### src/rtl/t05_spi_responder.sv
// t05_spi_responder: SPI mode-0 target with oversampled inputs and a one-entry transmit holding register
module t05_spi_responder #(
    parameter int DATA_W = 8
) (
    input  logic              current_clock_signal,
    input  logic              reset,
    input  logic              sclk,
    input  logic              cs_n,
    input  logic              mosi,
    output logic              miso,
    input  logic [DATA_W-1:0] tx_data,
    input  logic              tx_valid,
    output logic              tx_ready,
    output logic [DATA_W-1:0] rx_data,
    output logic              rx_valid,
    output logic              busy,
    output logic              tx_underrun
);
    localparam int CW = $clog2(DATA_W);
    typedef enum logic {IDLE, ACTIVE} state_t;
    state_t            state_q;
    logic [2:0]        sclk_q, cs_q;
    logic [1:0]        mosi_q;
    logic [CW-1:0]     bit_cnt_q;
    logic [DATA_W-1:0] tx_shift_q, hold_q, rx_data_q, rx_shift_d, load_word;
    logic [DATA_W-2:0] rx_shift_q;
    logic              full_q, rx_valid_q, underrun_q;
    logic              sclk_rise, sclk_fall, cs_rise, cs_fall, last_bit;
    assign sclk_rise   = sclk_q[1] & ~sclk_q[2];
    assign sclk_fall   = ~sclk_q[1] & sclk_q[2];
    assign cs_rise     = cs_q[1] & ~cs_q[2];
    assign cs_fall     = ~cs_q[1] & cs_q[2];
    assign rx_shift_d  = {rx_shift_q, mosi_q[1]};
    assign load_word   = full_q ? hold_q : '1;
    assign last_bit    = bit_cnt_q == CW'(DATA_W - 1);
    assign miso        = (state_q == ACTIVE) ? tx_shift_q[DATA_W-1] : 1'b1;
    assign busy        = state_q == ACTIVE;
    assign tx_ready    = ~full_q;
    assign rx_data     = rx_data_q;
    assign rx_valid    = rx_valid_q;
    assign tx_underrun = underrun_q;
    // Two-flop synchronisers plus a third copy of sclk/cs_n for edge detection
    always_ff @(posedge current_clock_signal or posedge reset) begin
        if (reset) begin
            sclk_q <= 3'b000;
            cs_q   <= 3'b111;
            mosi_q <= 2'b00;
        end else begin
            sclk_q <= {sclk_q[1:0], sclk};
            cs_q   <= {cs_q[1:0], cs_n};
            mosi_q <= {mosi_q[0], mosi};
        end
    end
    // Transfer FSM, shift registers and holding register; a load at a word start never sees a same-cycle write
    always_ff @(posedge current_clock_signal or posedge reset) begin
        if (reset) begin
            state_q    <= IDLE;
            bit_cnt_q  <= '0;
            tx_shift_q <= '0;
            rx_shift_q <= '0;
            hold_q     <= '0;
            full_q     <= 1'b0;
            rx_data_q  <= '0;
            rx_valid_q <= 1'b0;
            underrun_q <= 1'b0;
        end else begin
            rx_valid_q <= 1'b0;
            underrun_q <= 1'b0;
            if (tx_valid && !full_q) begin
                hold_q <= tx_data;
                full_q <= 1'b1;
            end
            case (state_q)
                IDLE: if (cs_fall) begin
                    state_q    <= ACTIVE;
                    bit_cnt_q  <= '0;
                    tx_shift_q <= load_word;
                    if (full_q) full_q <= 1'b0;
                    else underrun_q <= 1'b1;
                end
                ACTIVE: if (cs_rise) begin
                    state_q   <= IDLE;
                    bit_cnt_q <= '0;
                end else if (sclk_rise) begin
                    rx_shift_q <= rx_shift_d[DATA_W-2:0];
                    bit_cnt_q  <= last_bit ? '0 : bit_cnt_q + CW'(1);
                    if (last_bit) begin
                        rx_data_q  <= rx_shift_d;
                        rx_valid_q <= 1'b1;
                    end
                end else if (sclk_fall) begin
                    if (bit_cnt_q == '0) begin
                        tx_shift_q <= load_word;
                        if (full_q) full_q <= 1'b0;
                        else underrun_q <= 1'b1;
                    end else begin
                        tx_shift_q <= {tx_shift_q[DATA_W-2:0], 1'b0};
                    end
                end
                default: state_q <= IDLE;
            endcase
        end
    end
endmodule

### config.mk
export PLATFORM = sky130hd
export DESIGN_NAME = t05_spi_responder
export DESIGN_NICKNAME = d
export VERILOG_FILES = /design/src/rtl/t05_spi_responder.sv
export SDC_FILE = /design/constraint.sdc
export NUM_CORES = 1
export LEC_CHECK = 0
export CORE_MARGIN = 4
export CORE_UTILIZATION = 46
export DETAILED_ROUTE_END_ITERATION = 7
export GPL_TIMING_DRIVEN = 1
export PLACE_DENSITY = 0.69
export SYNTH_ARGS = -nofsm -noshare
export SYNTH_HDL_FRONTEND = slang
export SYNTH_SLANG_ARGS = --single-unit
### constraint.sdc
create_clock -name current_clock_signal -period 1.42 [get_ports current_clock_signal]
set_input_delay 0.213 -clock current_clock_signal [delete_from_list [all_inputs] [get_ports current_clock_signal]]
set_output_delay 0.213 -clock current_clock_signal [all_outputs]
set_load 0.005 [all_outputs]
### After elaboration in Yosys (flattened, before gate mapping)

Index checks and enable logic that the tools add are counted.

| storage, ports and cells | value |
|---|---|
| word-level logic and storage cells | 72 |
| output and inout bits | 13 |
| bits of input ports | 14 |
| register bits | 46 |

| operators by class | value |
|---|---|
| eq/ne operators | 6 |
| add/subtract/negate cells | 1 |
| bitwise logic cells | 11 |
| multiplexer cells | 35 |
| reductions and logical operators | 7 |

Operators with widths:

| cell | number |
|---|---|
| $mux W8 | 6 |
| $mux W1 | 20 |
| $pmux W8 S2 | 1 |
| $mux W3 | 4 |
| $reduce_and A4 Y1 | 2 |
| $not A1 Y1 | 7 |
| $ne A2 B2 Y1 const B | 3 |
| $pmux W1 S2 | 3 |
| $pmux W3 S2 | 1 |
| $and A1 B1 Y1 | 4 |
| $add A3 B1 Y3 const B | 1 |
| $eq A3 B3 Y1 const B | 1 |
| $logic_not A3 Y1 | 1 |
| $ne A3 B1 Y1 const B | 1 |
| $reduce_and A3 Y1 | 1 |
| $ne A2 B1 Y1 const B | 1 |
| $reduce_and A2 Y1 | 1 |
| $logic_and A1 B1 Y1 | 1 |
| $logic_not A1 Y1 | 1 |

### Depth between registers and ports, before layout

| depth | value |
|---|---|
| depth after elaboration | 9 |
| depth in mapped cells | 7 |
| mapped depth without buffers | 6 |

### Worst setup path before layout

Ideal clock, no wire load.

| path | value |
|---|---|
| kind | reg-to-reg |
| start | reg bit_cnt_q[0] |
| end | reg tx_shift_q[4] |
| library setup time | 0.124 ns |
| clock period less this slack | 1.397 ns |
| data arrival time | 1.273 ns |
| stages on the path, launching flop included | 8 |
| required time | 1.296 ns |
| path slack | 0.023 ns |
| cells stage by stage | dfrtp_1 inv_1 ha_1 nand2b_1 clkbuf_1 nand2_1 nor2_1 o31ai_2 |

| on the way | value |
|---|---|
| longest elaborated chain between the ends | 6 |

Ends and longest elaborated chain:

| what | RTL line | RTL |
|---|---|---|
| start, declared | 24 | `logic [CW-1:0] bit_cnt_q;` |
| start signal, assigned | 86 | `bit_cnt_q <= last_bit ? '0 : bit_cnt_q + CW'(1);` |
| $logic_not A3 Y1 | 92 | `if (bit_cnt_q == '0) begin` |
| $mux W8 | 92 |  |
| $mux W8 | 91 | `end else if (sclk_fall) begin` |
| $mux W8 | 84 | `end else if (sclk_rise) begin` |
| $mux W8 | 81 | `ACTIVE: if (cs_rise) begin` |
| $pmux W8 S2 | 73 | `case (state_q)` |
| end signal, assigned | 77 | `tx_shift_q <= load_word;` |
| end signal, assigned | 93 | `tx_shift_q <= load_word;` |
| end signal, assigned | 97 | `tx_shift_q <= {tx_shift_q[DATA_W-2:0], 1'b0};` |
| end, declared | 25 | `logic [DATA_W-1:0] tx_shift_q, hold_q, rx_data_q, rx_shift_d, load_word;` |

No other way between the ends. The select of a mux whose other input is x is not followed.
A chain may end at the register's enable or synchronous reset.

### Worst setup path in the final report

| path | value |
|---|---|
| start | reg cs_q[2] |
| end | reg tx_shift_q[3] |

| on the way | value |
|---|---|
| longest elaborated chain between the ends | 4 |

Ends and longest elaborated chain:

| what | RTL line | RTL |
|---|---|---|
| start, declared | 22 | `logic [2:0] sclk_q, cs_q;` |
| start signal, assigned | 50 | `cs_q <= {cs_q[1:0], cs_n};` |
| $not A1 Y1 | 31 | `assign cs_rise = cs_q[1] & ~cs_q[2];` |
| $and A1 B1 Y1 | 31 |  |
| $ne A2 B2 Y1 (no source line) | n/a |  |
| $reduce_and A4 Y1 (no source line) (*) | n/a |  |

Every way passes the cells marked *; elsewhere a longest branch is shown, timed or not.

==> impl_metrics.toml <==
[run_status]
status = "finished with violations"
violations = "setup timing"

[sta]
fin_worst_skew_ns = 0.00231
rsz0062_at_grt = "yes"
fmax_ghz = 0.691
hold_violations = 0
relSlewSlack_pct = 83.2
setup_tns_ns = -0.0290
period_share_pct = 102
setup_violations = 2
worst_pin_slew_ns = 0.251
fin_hold_ws_ns = 0.249
fin_ws_ns = -0.0276
finalCriticalPeriod_ns = 1.45
drv_slew = 0

[synthesis]
synth_commonest_cells = "43 x dfrtp_1, 23 x mux2_2, 11 x nand2_1"
yosys.area.top_type = "dfrtp_1"
netlist_area_sq_mm = 0.00192
synth.area.top_cells = "dfrtp_1 56%, mux2_2 14%, dfstp_2 4.1%"
postSynth.asyncResetShare_pct = 100
synth_mux_area_share_pct = 15.1
seq_area_frac_synth_pct = 60.2
synth_xor_area_share_pct = 0
synth_top_family_by_area = "multiplexers"
synth_cells = 145
synth_compound_area_share_pct = 9.13
yosysMostFrequentCell = "dfrtp_1"
ys_ff_latch = 46
synth_edf_count = 0
synthAdderAreaFrac_pct = 1.96
synth.net_count = 162
synth.distinct_cells = 34
avgSynthCellArea_sq_um = 13.2
yosysTopAreaCellShare_pct = 56.1
ys_warn_count = 0
synth_ff_type = "dfrtp_1"
synthSimpleGateAreaFrac_pct = 10.8

[power]
power_mw = 4.36
vdd_drop_max_v = 0.000728
leakage_nw = 1.22
power.density_mw_per_mm2 = 1630

[floorplan]
die_h_microns = 72.6
rows = 23
core_sq_mm = 0.00403
io_pins = 27
die_area_sq_mm = 0.00527
start_util_pct = 47.6
die_w_microns = 72.6

[finish]
stdcell_count = 244
nets = 210
multi_input_area_sq_um = 908
nFillCells = 284
syn2layout_area_growth_pct = 39.9
final-seq-area_sq_mm = 0.00116
finalInstanceArea_sq_mm = 0.00268
drive_above_1_share_pct = 43.3
antenna_cells = 0

[setup_path]
cp_slowest_cell = "dfstp_2"
crit_required_ns = 1.62
crit_fanout = 8
crit_path_end_kind = "flip-flop"
setup.worst_path.end = "tx_shift_q[3]"
critPathKind = "flip-flop to flip-flop"
arrival_ns = 1.64
r2r_cells = 3
timing.rr.end = "tx_shift_q[3]"
cpPeakStageDelay_ns = 0.59
path_cells = "nand4b_1 > o211a_4 > o31ai_1"
crit_path_start_kind = "flip-flop"
worstReg2RegStart = "cs_q[2]"
ff2ff_setup_slack_ns = -0.03
crit_start = "cs_q[2]"

[placement]
io_buffer_count = 26
dpl_cell_area_sq_mm = 0.00230
dp.cells = 227
gp_congestion = 0.740
dp_hpwl_microns = 2530

[clock_network]
numCtsBuffers = 5
ctsRootBufferMaster = "clkbuf_8"
h-tree-depth = 2
cts_tree = "built"
path_clk_slew_ns = 0.08
worstSkewPairLatency_ns = 0.29
clock_sinks = 46
cts_buffer_depth = 2
cts.hold.buffers_added = 0

[grt]
antenna_found_initial = 0
grtUsageTotal_pct = 16.3
grt_pass1_wl_microns = 6670
grt_max_degree = 47
grt-ovfl-total = 0
grt_pass1_vias = 1378

[detailed_routing]
drc = 0
vias = 1336
drt_pass1_iterations = 4
routed_wl_microns = 4250
vias_per_cell = 5.48
ant_nets = 0
wl_per_cell_microns = 17.4
drtIter0Drc = 68

[job]
cap_viol_max_count = 0

[hold_path]
hp-class = "input pin to async pin"
-- per-layer routing --
layer | GRT usage [%] | routed length (microns)
met5 | 0 | 0
met4 | 4.30 | 72
met3 | 4.82 | 175
met2 | 28.0 | 2260
met1 | 20.2 | 1740
-- logic make-up after synthesis --
family	after synthesis
simple gates	36
flops	46
buf+inv	11
mux	26
fa+ha+maj	3
compound gates	23
-- where the power goes --
group          leakage, nW  internal (mW)  switching, mW
Clock               0.0514          0.525          0.430
Sequential           0.569           1.69          0.281
Combinational        0.601          0.734          0.698
Total                 1.22           2.95           1.41
-- timing repair --
item | 4_1_cts | 5_1_grt
buffers inserted | 3 | 4
pin swaps | 2 | 5
setup endpoints to repair | 26 | 20
hold endpoints to repair | 0 | 0
gates cloned | 1 | 1
resized for setup | 15 | 31
-- worst max-delay path, delay by kind of cell, from the launching register on --
family,cells,cell delay [ns]
AND/OR/NAND/NOR,1,0.21
AO/OA/AOI/OAI,2,0.54
flip-flops,1,0.59
-- worst min-delay path by stage --
stage               startpoint            end  slack (ns)  cells after the start
floorplan                 cs_n        cs_q[0]        0.22                      0
global placement     mosi_q[0]      mosi_q[1]        0.33                      0
detailed placement   mosi_q[0]      mosi_q[1]        0.34                      0
CTS                      reset  tx_shift_q[0]        0.26                      3
global route             reset      mosi_q[1]        0.28                      3
finish                   reset      mosi_q[1]        0.25                      3
-- layout make-up --
type | instances | share of cell area, %
sequential | 46 | 43.1
multi-input combinational | 90 | 33.9
timing repair buffer | 44 | 15.8
clock buffer | 6 | 2.71
tap | 50 | 2.33
clock inverter | 2 | 1.40
inverter | 6 | 0.840
-- metrics by stage --
| stage | utilization (%) | setup WS, ns |
|---|---|---|
| detailed placement | 57.2 | -0.0467 |
| global placement | 57.2 | -0.0279 |
| CTS | 62.2 | 0.00138 |
| floorplan | - | 0.0229 |
| global route | 66.6 | -0.0438 |
| finish | 66.6 | -0.0276 |
-- sequential cells by signal, indices dropped and copies added (netlist names) --
register	count
hold_q	8
rx_data	8
tx_shift_q	8
rx_shift_q	7
bit_cnt_q	3
cs_q	3
sclk_q	3
mosi_q	2
busy	1
full_q	1
rx_valid	1
tx_underrun	1
-- placed cells by master (no fill, tap or decap), types with 3 or more instances in the layout --
cell type,count
o31ai_1,3
dfstp_2,3
mux2_2,23
buf_4,15
o21ai_1,3
dlymetal6s2s_1,4
dfrtp_1,42
nand2_2,3
nand2_1,8
nor2_1,9
clkbuf_8,5
clkdlybuf4s50_1,19
a211oi_2,4
(Power assumes the default switching activity.)
